[config.mk]
export PLATFORM = sky130hd
export DESIGN_NAME = wash_sequencer
export DESIGN_NICKNAME = d
export VERILOG_FILES = /design/src/rtl/wash_sequencer.sv
export SDC_FILE = /design/constraint.sdc
export NUM_CORES = 1
export LEC_CHECK = 0
export BUFFER_PORTS_ARGS = -buffer_cell sky130_fd_sc_hd__buf_2
export CAP_MARGIN = 0
export CELL_PAD_IN_SITES_DETAIL_PLACEMENT = 0
export CELL_PAD_IN_SITES_GLOBAL_PLACEMENT = 2
export CORE_UTILIZATION = 39
export CTS_BUF_LIST = sky130_fd_sc_hd__clkbuf_8
export DETAILED_ROUTE_END_ITERATION = 6
export PLACE_DENSITY_LB_ADDON = 0.3
export SYNTH_ARGS = -nofsm -noshare
export SYNTH_HDL_FRONTEND = slang
export SYNTH_SLANG_ARGS = --single-unit
[constraint.sdc]
create_clock -name clk -period 3.21 [get_ports clk]
set_input_delay 0 -clock clk [delete_from_list [all_inputs] [get_ports clk]]
set_output_delay 0 -clock clk [all_outputs]
set_load 0.01 [all_outputs]
[src/rtl/wash_sequencer.sv]
// rtl/wash_sequencer.sv - wash/rinse/[drain]/spin sequencer with pause, abort and done handshake
// Optional feature macro: DRAIN_PHASE_EN inserts a fixed 3 s DRAIN phase between RINSE and SPIN.
// Ports: clk, rst (async, active-low); start/pause/abort/ack one-cycle pulses; mode[1:0] sampled on start;
//        phase[2:0], remain[7:0] seconds left, busy, paused, done, st_light[7:0] registered status lights.
module wash_sequencer #(
    parameter int TICK_DIV  = 100_000_000,
    parameter int T_WASH_S  = 10,
    parameter int T_WASH_M  = 20,
    parameter int T_WASH_L  = 30,
    parameter int T_RINSE_S = 5,
    parameter int T_RINSE_M = 10,
    parameter int T_RINSE_L = 15,
    parameter int T_SPIN_S  = 5,
    parameter int T_SPIN_M  = 5,
    parameter int T_SPIN_L  = 10,
    parameter int T_DRY     = 10
) (
    input  logic       clk,
    input  logic       rst,
    input  logic       start,
    input  logic [1:0] mode,
    input  logic       pause,
    input  logic       abort,
    input  logic       ack,
    output logic [2:0] phase,
    output logic [7:0] remain,
    output logic       busy,
    output logic       paused,
    output logic       done,
    output logic [7:0] st_light
);
    localparam int PW = (TICK_DIV > 1) ? $clog2(TICK_DIV) : 1;
    localparam logic [PW-1:0] PRE_MAX = PW'(TICK_DIV - 1);
    localparam int T_DRAIN = 3;

    if (T_WASH_S > 255 || T_WASH_M > 255 || T_WASH_L > 255 ||
        T_RINSE_S > 255 || T_RINSE_M > 255 || T_RINSE_L > 255 ||
        T_SPIN_S > 255 || T_SPIN_M > 255 || T_SPIN_L > 255 ||
        T_DRY > 255 || TICK_DIV < 1) begin : g_bad_param
        $error("wash_sequencer: durations must be <= 255 and TICK_DIV >= 1");
    end

    // State codes double as the phase output encoding.
    typedef enum logic [2:0] {
        S_IDLE  = 3'd0,
        S_WASH  = 3'd1,
        S_RINSE = 3'd2,
        S_SPIN  = 3'd3,
        S_DONE  = 3'd4,
        S_DRAIN = 3'd5
    } state_t;

    state_t        state, state_d, nxt;
    logic [7:0]    remain_d;
    logic          paused_d;
    logic [PW-1:0] pre, pre_d;
    logic [1:0]    mode_q, mode_d;
    logic          blink, blink_d;
    logic [PW-1:0] bcnt, bcnt_d;
    logic          tick;
    logic [7:0]    lights_d;

    function automatic logic [7:0] dur(input state_t s, input logic [1:0] m);
        logic [7:0] d;
        d = 8'd0;
        case (s)
            S_WASH:  case (m)
                         2'd0:    d = 8'(T_WASH_S);
                         2'd1:    d = 8'(T_WASH_M);
                         2'd2:    d = 8'(T_WASH_L);
                         default: d = 8'd0;
                     endcase
            S_RINSE: case (m)
                         2'd0:    d = 8'(T_RINSE_S);
                         2'd1:    d = 8'(T_RINSE_M);
                         2'd2:    d = 8'(T_RINSE_L);
                         default: d = 8'd0;
                     endcase
            S_SPIN:  case (m)
                         2'd0:    d = 8'(T_SPIN_S);
                         2'd1:    d = 8'(T_SPIN_M);
                         2'd2:    d = 8'(T_SPIN_L);
                         default: d = 8'(T_DRY);
                     endcase
`ifdef DRAIN_PHASE_EN
            S_DRAIN: d = (m == 2'd3) ? 8'd0 : 8'(T_DRAIN);
`endif
            default: d = 8'd0;
        endcase
        return d;
    endfunction

    function automatic state_t succ(input state_t s);
        state_t n;
        case (s)
            S_IDLE:  n = S_WASH;
            S_WASH:  n = S_RINSE;
`ifdef DRAIN_PHASE_EN
            S_RINSE: n = S_DRAIN;
`else
            S_RINSE: n = S_SPIN;
`endif
            S_DRAIN: n = S_SPIN;
            default: n = S_DONE;
        endcase
        return n;
    endfunction

    // Next phase with a non-zero duration; zero-length phases are skipped in one transition.
    function automatic state_t next_run(input state_t s, input logic [1:0] m);
        state_t n;
        n = succ(s);
        for (int i = 0; i < 4; i++) begin
            if (n != S_DONE && dur(n, m) == 8'd0) n = succ(n);
        end
        return n;
    endfunction

    always_comb begin
        state_d  = state;
        remain_d = remain;
        paused_d = paused;
        pre_d    = pre;
        mode_d   = mode_q;
        blink_d  = blink;
        bcnt_d   = bcnt;
        tick     = 1'b0;
        nxt      = next_run(state, mode_q);
        if (abort && state != S_IDLE) begin
            state_d  = S_IDLE;
            remain_d = 8'd0;
            paused_d = 1'b0;
            pre_d    = '0;
            blink_d  = 1'b0;
            bcnt_d   = '0;
        end else begin
            case (state)
                S_IDLE: if (start) begin
                    mode_d   = mode;
                    state_d  = next_run(S_IDLE, mode);
                    remain_d = dur(next_run(S_IDLE, mode), mode);
                    pre_d    = '0;
                end
                S_DONE: if (ack) begin
                    state_d  = S_IDLE;
                    remain_d = 8'd0;
                end
                default: begin
                    tick = !paused && (pre == PRE_MAX);
                    if (!paused) pre_d = tick ? '0 : pre + PW'(1);
                    // Blink has its own divider so the phase prescaler stays frozen while paused.
                    if (paused) begin
                        bcnt_d = (bcnt == PRE_MAX) ? '0 : bcnt + PW'(1);
                        if (bcnt == PRE_MAX) blink_d = ~blink;
                    end
                    // A pause pulse on a tick cycle consumes that tick without acting on it.
                    if (pause) begin
                        paused_d = ~paused;
                        blink_d  = 1'b1;
                        bcnt_d   = '0;
                    end else if (tick) begin
                        if (remain > 8'd1) begin
                            remain_d = remain - 8'd1;
                        end else begin
                            state_d  = nxt;
                            remain_d = dur(nxt, mode_q);
                        end
                    end
                end
            endcase
        end

        lights_d    = 8'd0;
        lights_d[0] = (state_d == S_WASH);
        lights_d[1] = (state_d == S_RINSE);
        lights_d[2] = (state_d == S_SPIN);
`ifdef DRAIN_PHASE_EN
        lights_d[3] = (state_d == S_DRAIN);
`endif
        lights_d[5] = paused_d & blink_d;
        lights_d[6] = (state_d == S_DONE);
        lights_d[7] = (state_d == S_WASH) || (state_d == S_RINSE) ||
                      (state_d == S_SPIN) || (state_d == S_DRAIN);
    end

    always_ff @(posedge clk or negedge rst) begin
        if (!rst) begin
            state    <= S_IDLE;
            remain   <= 8'd0;
            paused   <= 1'b0;
            pre      <= '0;
            mode_q   <= 2'b00;
            blink    <= 1'b0;
            bcnt     <= '0;
            st_light <= 8'd0;
        end else begin
            state    <= state_d;
            remain   <= remain_d;
            paused   <= paused_d;
            pre      <= pre_d;
            mode_q   <= mode_d;
            blink    <= blink_d;
            bcnt     <= bcnt_d;
            st_light <= lights_d;
        end
    end

    assign phase = state;
    assign busy  = (state == S_WASH) || (state == S_RINSE) || (state == S_SPIN) || (state == S_DRAIN);
    assign done  = (state == S_DONE);
endmodule

[Word level (Yosys, flattened, before mapping)]
Cells that the tools add are included.
Storage, ports and cells
  flip-flop bits (word level): 75
  input port bits: 8
  output and inout port bits: 22
  logic and storage cells: 231
Operators by class
  add/sub/neg operators: 3
  $lt $le $gt $ge: 1
  eq/ne operators: 68
  mux-type cells: 92
  bitwise operators: 4
  reductions and logical operators: 55
Operators by type and width (number)
  $mux W27: 9
  $pmux W8 S3: 7
  $mux W8: 18
  $mux W3: 29
  $pmux W3 S3: 9
  $pmux W5 S3: 5
  $eq A3 B2 Y1 const B: 24
  $logic_not A8 Y1: 8
  $add A27 B1 Y27 const B: 2
  $eq A27 B27 Y1 const B: 2
  $pmux W27 S2: 1
  $eq A3 B1 Y1 const B: 12
  $eq A3 B3 Y1 const B: 12
  $logic_not A3 Y1: 9
  $ne A3 B3 Y1 const B: 9
  $pmux W4 S3: 2
  $reduce_or A2 Y1: 12
  $pmux W8 S2: 1
  $logic_and A1 B1 Y1: 10
  $gt A8 B1 Y1 const B: 1
  $mux W1: 8
  $mux W4: 2
  $sub A8 B1 Y8 const B: 1
  $logic_or A1 B1 Y1: 6
  other kinds (16): 24

[Longest topological paths before layout]
  depth after elaboration: 52
  depth in mapped cells: 9
  depth with buffers taken out: 7

[Worst setup path after synthesis]
Ideal clock, no wire load.
  path kind: reg2reg
  start: register pre[17]
  end: register st_light[1]
  arrival: 2250 ps
  required time: 3090 ps
  setup slack: 839 ps
  stages on the path, launching flop included: 8
  path buffers: 1
  path through: dfrtp_1 -> or4_4 -> or4_4 -> buf_6 -> o41a_1 -> nand2_1 -> inv_2 -> and4_1
Between the ends
  word-level cells in the longest chain between the ends: 7
RTL lines
  start, declared: RTL line 56  | logic [PW-1:0] pre, pre_d;
  start signal, assigned: RTL line 200  | pre <= pre_d;
  $eq A27 B27 Y1: RTL line 149  | tick = !paused && (pre == PRE_MAX);
  $logic_and A1 B1 Y1: RTL line 149
  $mux W3: RTL line 161  | end else if (tick) begin
  $mux W3: RTL line 157  | if (pause) begin
  $pmux W3 S2: RTL line 137  | case (state)
  $mux W3: RTL line 129  | if (abort && state != S_IDLE) begin
  named net state_d[1]: RTL line 53  | state_t state, state_d, nxt;
  $eq A3 B2 Y1: RTL line 175  | lights_d[1] = (state_d == S_RINSE);
  named net lights_d[1]: RTL line 61  | logic [7:0] lights_d;
  end signal, assigned: RTL line 204  | st_light <= lights_d;
  end, declared: RTL line 30  | output logic [7:0] st_light
The timed path passes the listed nets, and every way through them passes these cells.
A chain may end at the register's enable or synchronous reset.

[Worst setup path in the final report]
  start: register remain[5]
  end: register st_light[1]
Between the ends
  word-level cells in the longest chain between the ends: 7
RTL lines
  start, declared: RTL line 26  | output logic [7:0] remain,
  start signal, assigned: RTL line 198  | remain <= remain_d;
  $gt A8 B1 Y1: RTL line 162  | if (remain > 8'd1) begin
  $mux W3: RTL line 162
  $mux W3: RTL line 161
  $mux W3: RTL line 157
  $pmux W3 S2: RTL line 137
  $mux W3: RTL line 129
  named net state_d[1]: RTL line 53
  $eq A3 B2 Y1: RTL line 175
  named net lights_d[1]: RTL line 61
The timed path passes the listed nets, and every way through them passes these cells.

==> impl_metrics.env <==
export IMPL_drive_gt1_share_pct=11.63
export IMPL_timing_final_setup_violations=0
export IMPL_met3_wirelength_um=530
export IMPL_vdd_drop_max_mv=0.2156
export IMPL_hpwl_um=8766
export IMPL_utilization_pct=45.51
export IMPL_min_from="start"
export IMPL_synthMuxAreaShare_pct=2.159
export IMPL_synthesis_area_um2=4752
export IMPL_worst_slew_pin_transition_ns=0.9869
export IMPL_timing_max_transition_violations_final=0
export IMPL_synthesis_yosys_warnings=0
export IMPL_post_synth_top_area_share_pct=39.49
export IMPL_run_status="completed"
export IMPL_p_int_w=0.002149
export IMPL_gpl_final_weighted_congestion=0.8493
export IMPL_p_sw_share_pct=41.30
export IMPL_critical_path_startpoint="remain[5]$_DFFE_PN0P_"
export IMPL_placement_rows=39
export IMPL_antenna_found_initial=0
export IMPL_timing_final_crit_share_pct=82.02
export IMPL_total_leakage_power_nw=2.174
export IMPL_first_drt_iteration_drcs=344
export IMPL_finish_net_count=592
export IMPL_die_height_um=112.4
export IMPL_synth_xor_area_share_pct=4.055
export IMPL_design_portCount=30
export IMPL_synth_most_common_cell="sky130_fd_sc_hd__dfrtp_1"
export IMPL_area_growth_synth_to_final_pct=11.69
export IMPL_yosysSeqAreaShare_pct=39.49
export IMPL_setup_worst_path_start_class="flop"
export IMPL_yosys_register_bits=75
export IMPL_critical_path_max_fanout=9
export IMPL_remaining_drc_errors=0
export IMPL_first_global_vias=4088
export IMPL_max_clock_path_buffers=2
export IMPL_routed_via_count=4292
export IMPL_syn_avg_cell_area_um2=8.640
export IMPL_share_seq_of_total_power_pct=33.9
export IMPL_clkTransAtPathRegs_ns=0.09
export IMPL_ant_nets=0
export IMPL_post_synth_fa_ha_maj_area_fraction_pct=3.423
export IMPL_design_power_total_w=0.003662
export IMPL_clock_latency_ns=0.37
export IMPL_wirelength_met1_um=6124
export IMPL_worst_setup_path_type="flop to flop"
export IMPL_synth_distinct_cells=64
export IMPL_grt_start_max_net_pins=76
export IMPL_timing_critical_path_required_ns=3.47
export IMPL_synth_top_family_by_area="simple AND/OR/NAND/NOR gates"
export IMPL_routed_via_density=5.969
export IMPL_synth_simple_gate_area_share_pct=27.54
export IMPL_worst_slew_margin_rel_pct=34.20
export IMPL_power_per_cell_area_nw_per_um2=689.9
export IMPL_p_comb_share_pct=41.0
export IMPL_core_region_area_um2=11660
export IMPL_max_freq_mhz=379.8
export IMPL_worst_r2r_startpoint="remain[5]$_DFFE_PN0P_"
export IMPL_cts_resized=0
export IMPL_synth_commonest_cells="sky130_fd_sc_hd__dfrtp_1 (75), sky130_fd_sc_hd__nor2_1 (38), sky130_fd_sc_hd__a31oi_1 (35), sky130_fd_sc_hd__nand2_1 (35), sky130_fd_sc_hd__nand3_1 (32)"
export IMPL_share_of_async_settable_or_async_resettable_flops_after_synthesis_pct=100.0
export IMPL_fin_crit_ns=2.633
export IMPL_final_setup_tns_ns=0
export IMPL_drtPass1Iterations=4
export IMPL_top_layer="met4"
export IMPL_htree_levels=3
export IMPL_antenna_cells=0
export IMPL_synthesis_instances=550
export IMPL_tritoncts_num_sinks=75
export IMPL_critPathArrivalTime_ns=2.90
export IMPL_cts_made_buffers=9
export IMPL_timing_hold_violations_final=0
export IMPL_drt_wl_total_um=12410
export IMPL_routed_wire_length_per_instance_um=17.27
export IMPL_grt_setup_unrepaired="no"
export IMPL_synth_edf_count=0
export IMPL_design_die_area_um2=12630
export IMPL_skew_ns=0.01012
export IMPL_clock_root_buffer="sky130_fd_sc_hd__clkbuf_8"
export IMPL_number_of_max_capacitance_violations_reported=0
export IMPL_cell_count_after_placement=699
export IMPL_grt_pass1_wl_um=21170
export IMPL_met2_wirelength_um=5563
export IMPL_synth_area_leaders="sky130_fd_sc_hd__dfrtp_1 (39%), sky130_fd_sc_hd__a31oi_1 (4.6%), sky130_fd_sc_hd__ha_1 (3.4%)"
export IMPL_final_instance_count_excl_fill=719
export IMPL_worst_hold_check_path_type="input port to flop"
export IMPL_cts_tree="yes"
export IMPL_synth_compound_area_share_pct=18.33
export IMPL_globalRoute_totalOverflow=0
export IMPL_initial_utilization_pct=40.75
export IMPL_power_clock_fraction_pct=25.1
export IMPL_ys_flop_type="sky130_fd_sc_hd__dfrtp_1"
export IMPL_grt_use_total_pct=21.05
export IMPL_netlist_top_cell_by_area="sky130_fd_sc_hd__dfrtp_1"
export IMPL_die_w_um=112.4
export IMPL_portBuffers=27
export IMPL_power_switching_w=0.001512
export IMPL_crit_path_end_kind="flop"
==> metal layers <==
| metal | GRT usage (%) | vias to the layer above |
|---|---|---|
| li1 | - | 2100 |
| met1 | 29.57 | 2084 |
| met2 | 32.96 | 93 |
| met3 | 3.024 | 15 |
| met4 | 7.911 | 0 |
| met5 | 0 | - |
==> kinds of logic after synthesis <==
logic type / Yosys count
AOI/OAI and AO/OA: 135
xor gates and xnor gates: 22
adders and majority gates: 13
buffers and inverters: 58
DFF: 75
muxes: 10
other: 1
and+or+nand+nor: 236
==> registers in the layout (all words and copies together) (netlist names) <==
register	flops
paused	1
phase	3
pre	27
mode_q	2
bcnt	27
remain	8
blink	1
st_light	6
==> power by group through the flow <==
| stage | Sequential, W | Combinational, W | Clock, W |
|---|---|---|---|
| finish | 0.00124 | 0.00150 | 0.000920 |
| global route | 0.00127 | 0.00169 | 0.000988 |
| CTS | 0.00124 | 0.00151 | 0.000943 |
| detailed placement | 0.00126 | 0.00150 | 0 |
| global placement | 0.00125 | 0.00149 | 0 |
| floorplan | 0.00122 | 0.00107 | 0 |
==> per-stage QoR <==
stage | area (um^2) | setup WS, ns | hold slack [ns]
after floorplan | 4756 | 0.8394 | -0.2956
after global placement | 5017 | 0.6387 | 0.2181
after detailed placement | 5017 | 0.5928 | 0.2221
after CTS | 5308 | 0.5793 | 0.0006372
after global routing | 5308 | 0.1789 | 0.02229
final | 5308 | 0.5771 | 0.02821
==> timing repair <==
action	CTS	global route
buffers inserted	0	0
endpoints found under the hold margin	79	0
hold buffers	4	0
==> layout by cell type (no fill, tap or decap), drive strengths merged, types with 13 or more instances in the layout <==
master	count
nor2	39
a21oi	29
dfrtp	75
ha	13
buf	37
a31oi	35
nand2	35
nand3	32
xor2	15
nand4	23
o21ai	25
inv	26
and3	14
nor4	22
nor3	13
==> cell type report <==
class | instances | area [um^2]
fill | 1173 | 6355
clock buffer | 10 | 137.6
sequential | 75 | 1877
inverter | 26 | 97.59
multi-input combinational | 418 | 2651
tap | 143 | 178.9
timing repair buffer | 41 | 252.7
clock inverter | 6 | 112.6
==> critical path: stages, from the launching register on <==
cell	delay, ns
sky130_fd_sc_hd__dfrtp_1	0.48
sky130_fd_sc_hd__nor4_1	0.64
sky130_fd_sc_hd__o211ai_1	0.51
sky130_fd_sc_hd__o41a_1	0.57
sky130_fd_sc_hd__nand2_1	0.12
sky130_fd_sc_hd__inv_2	0.06
sky130_fd_sc_hd__and4_1	0.14
==> worst paths after layout <==
check / end / slack, ns / cells after the start
worst max-delay path: st_light[1]$_DFF_PN0_ / 0.58 / 6
worst min-delay path: phase[0]$_DFF_PN0_ / 0.03 / 3
worst max register to register: st_light[1]$_DFF_PN0_ / 0.58 / 6
worst min register to register: bcnt[23]$_DFFE_PN0P_ / 0.49 / 1
max in group asynchronous: bcnt[19]$_DFFE_PN0P_ / 2.23 / 2
min in group asynchronous: remain[5]$_DFFE_PN0P_ / 0.32 / 2
(Power assumes the default switching activity.)
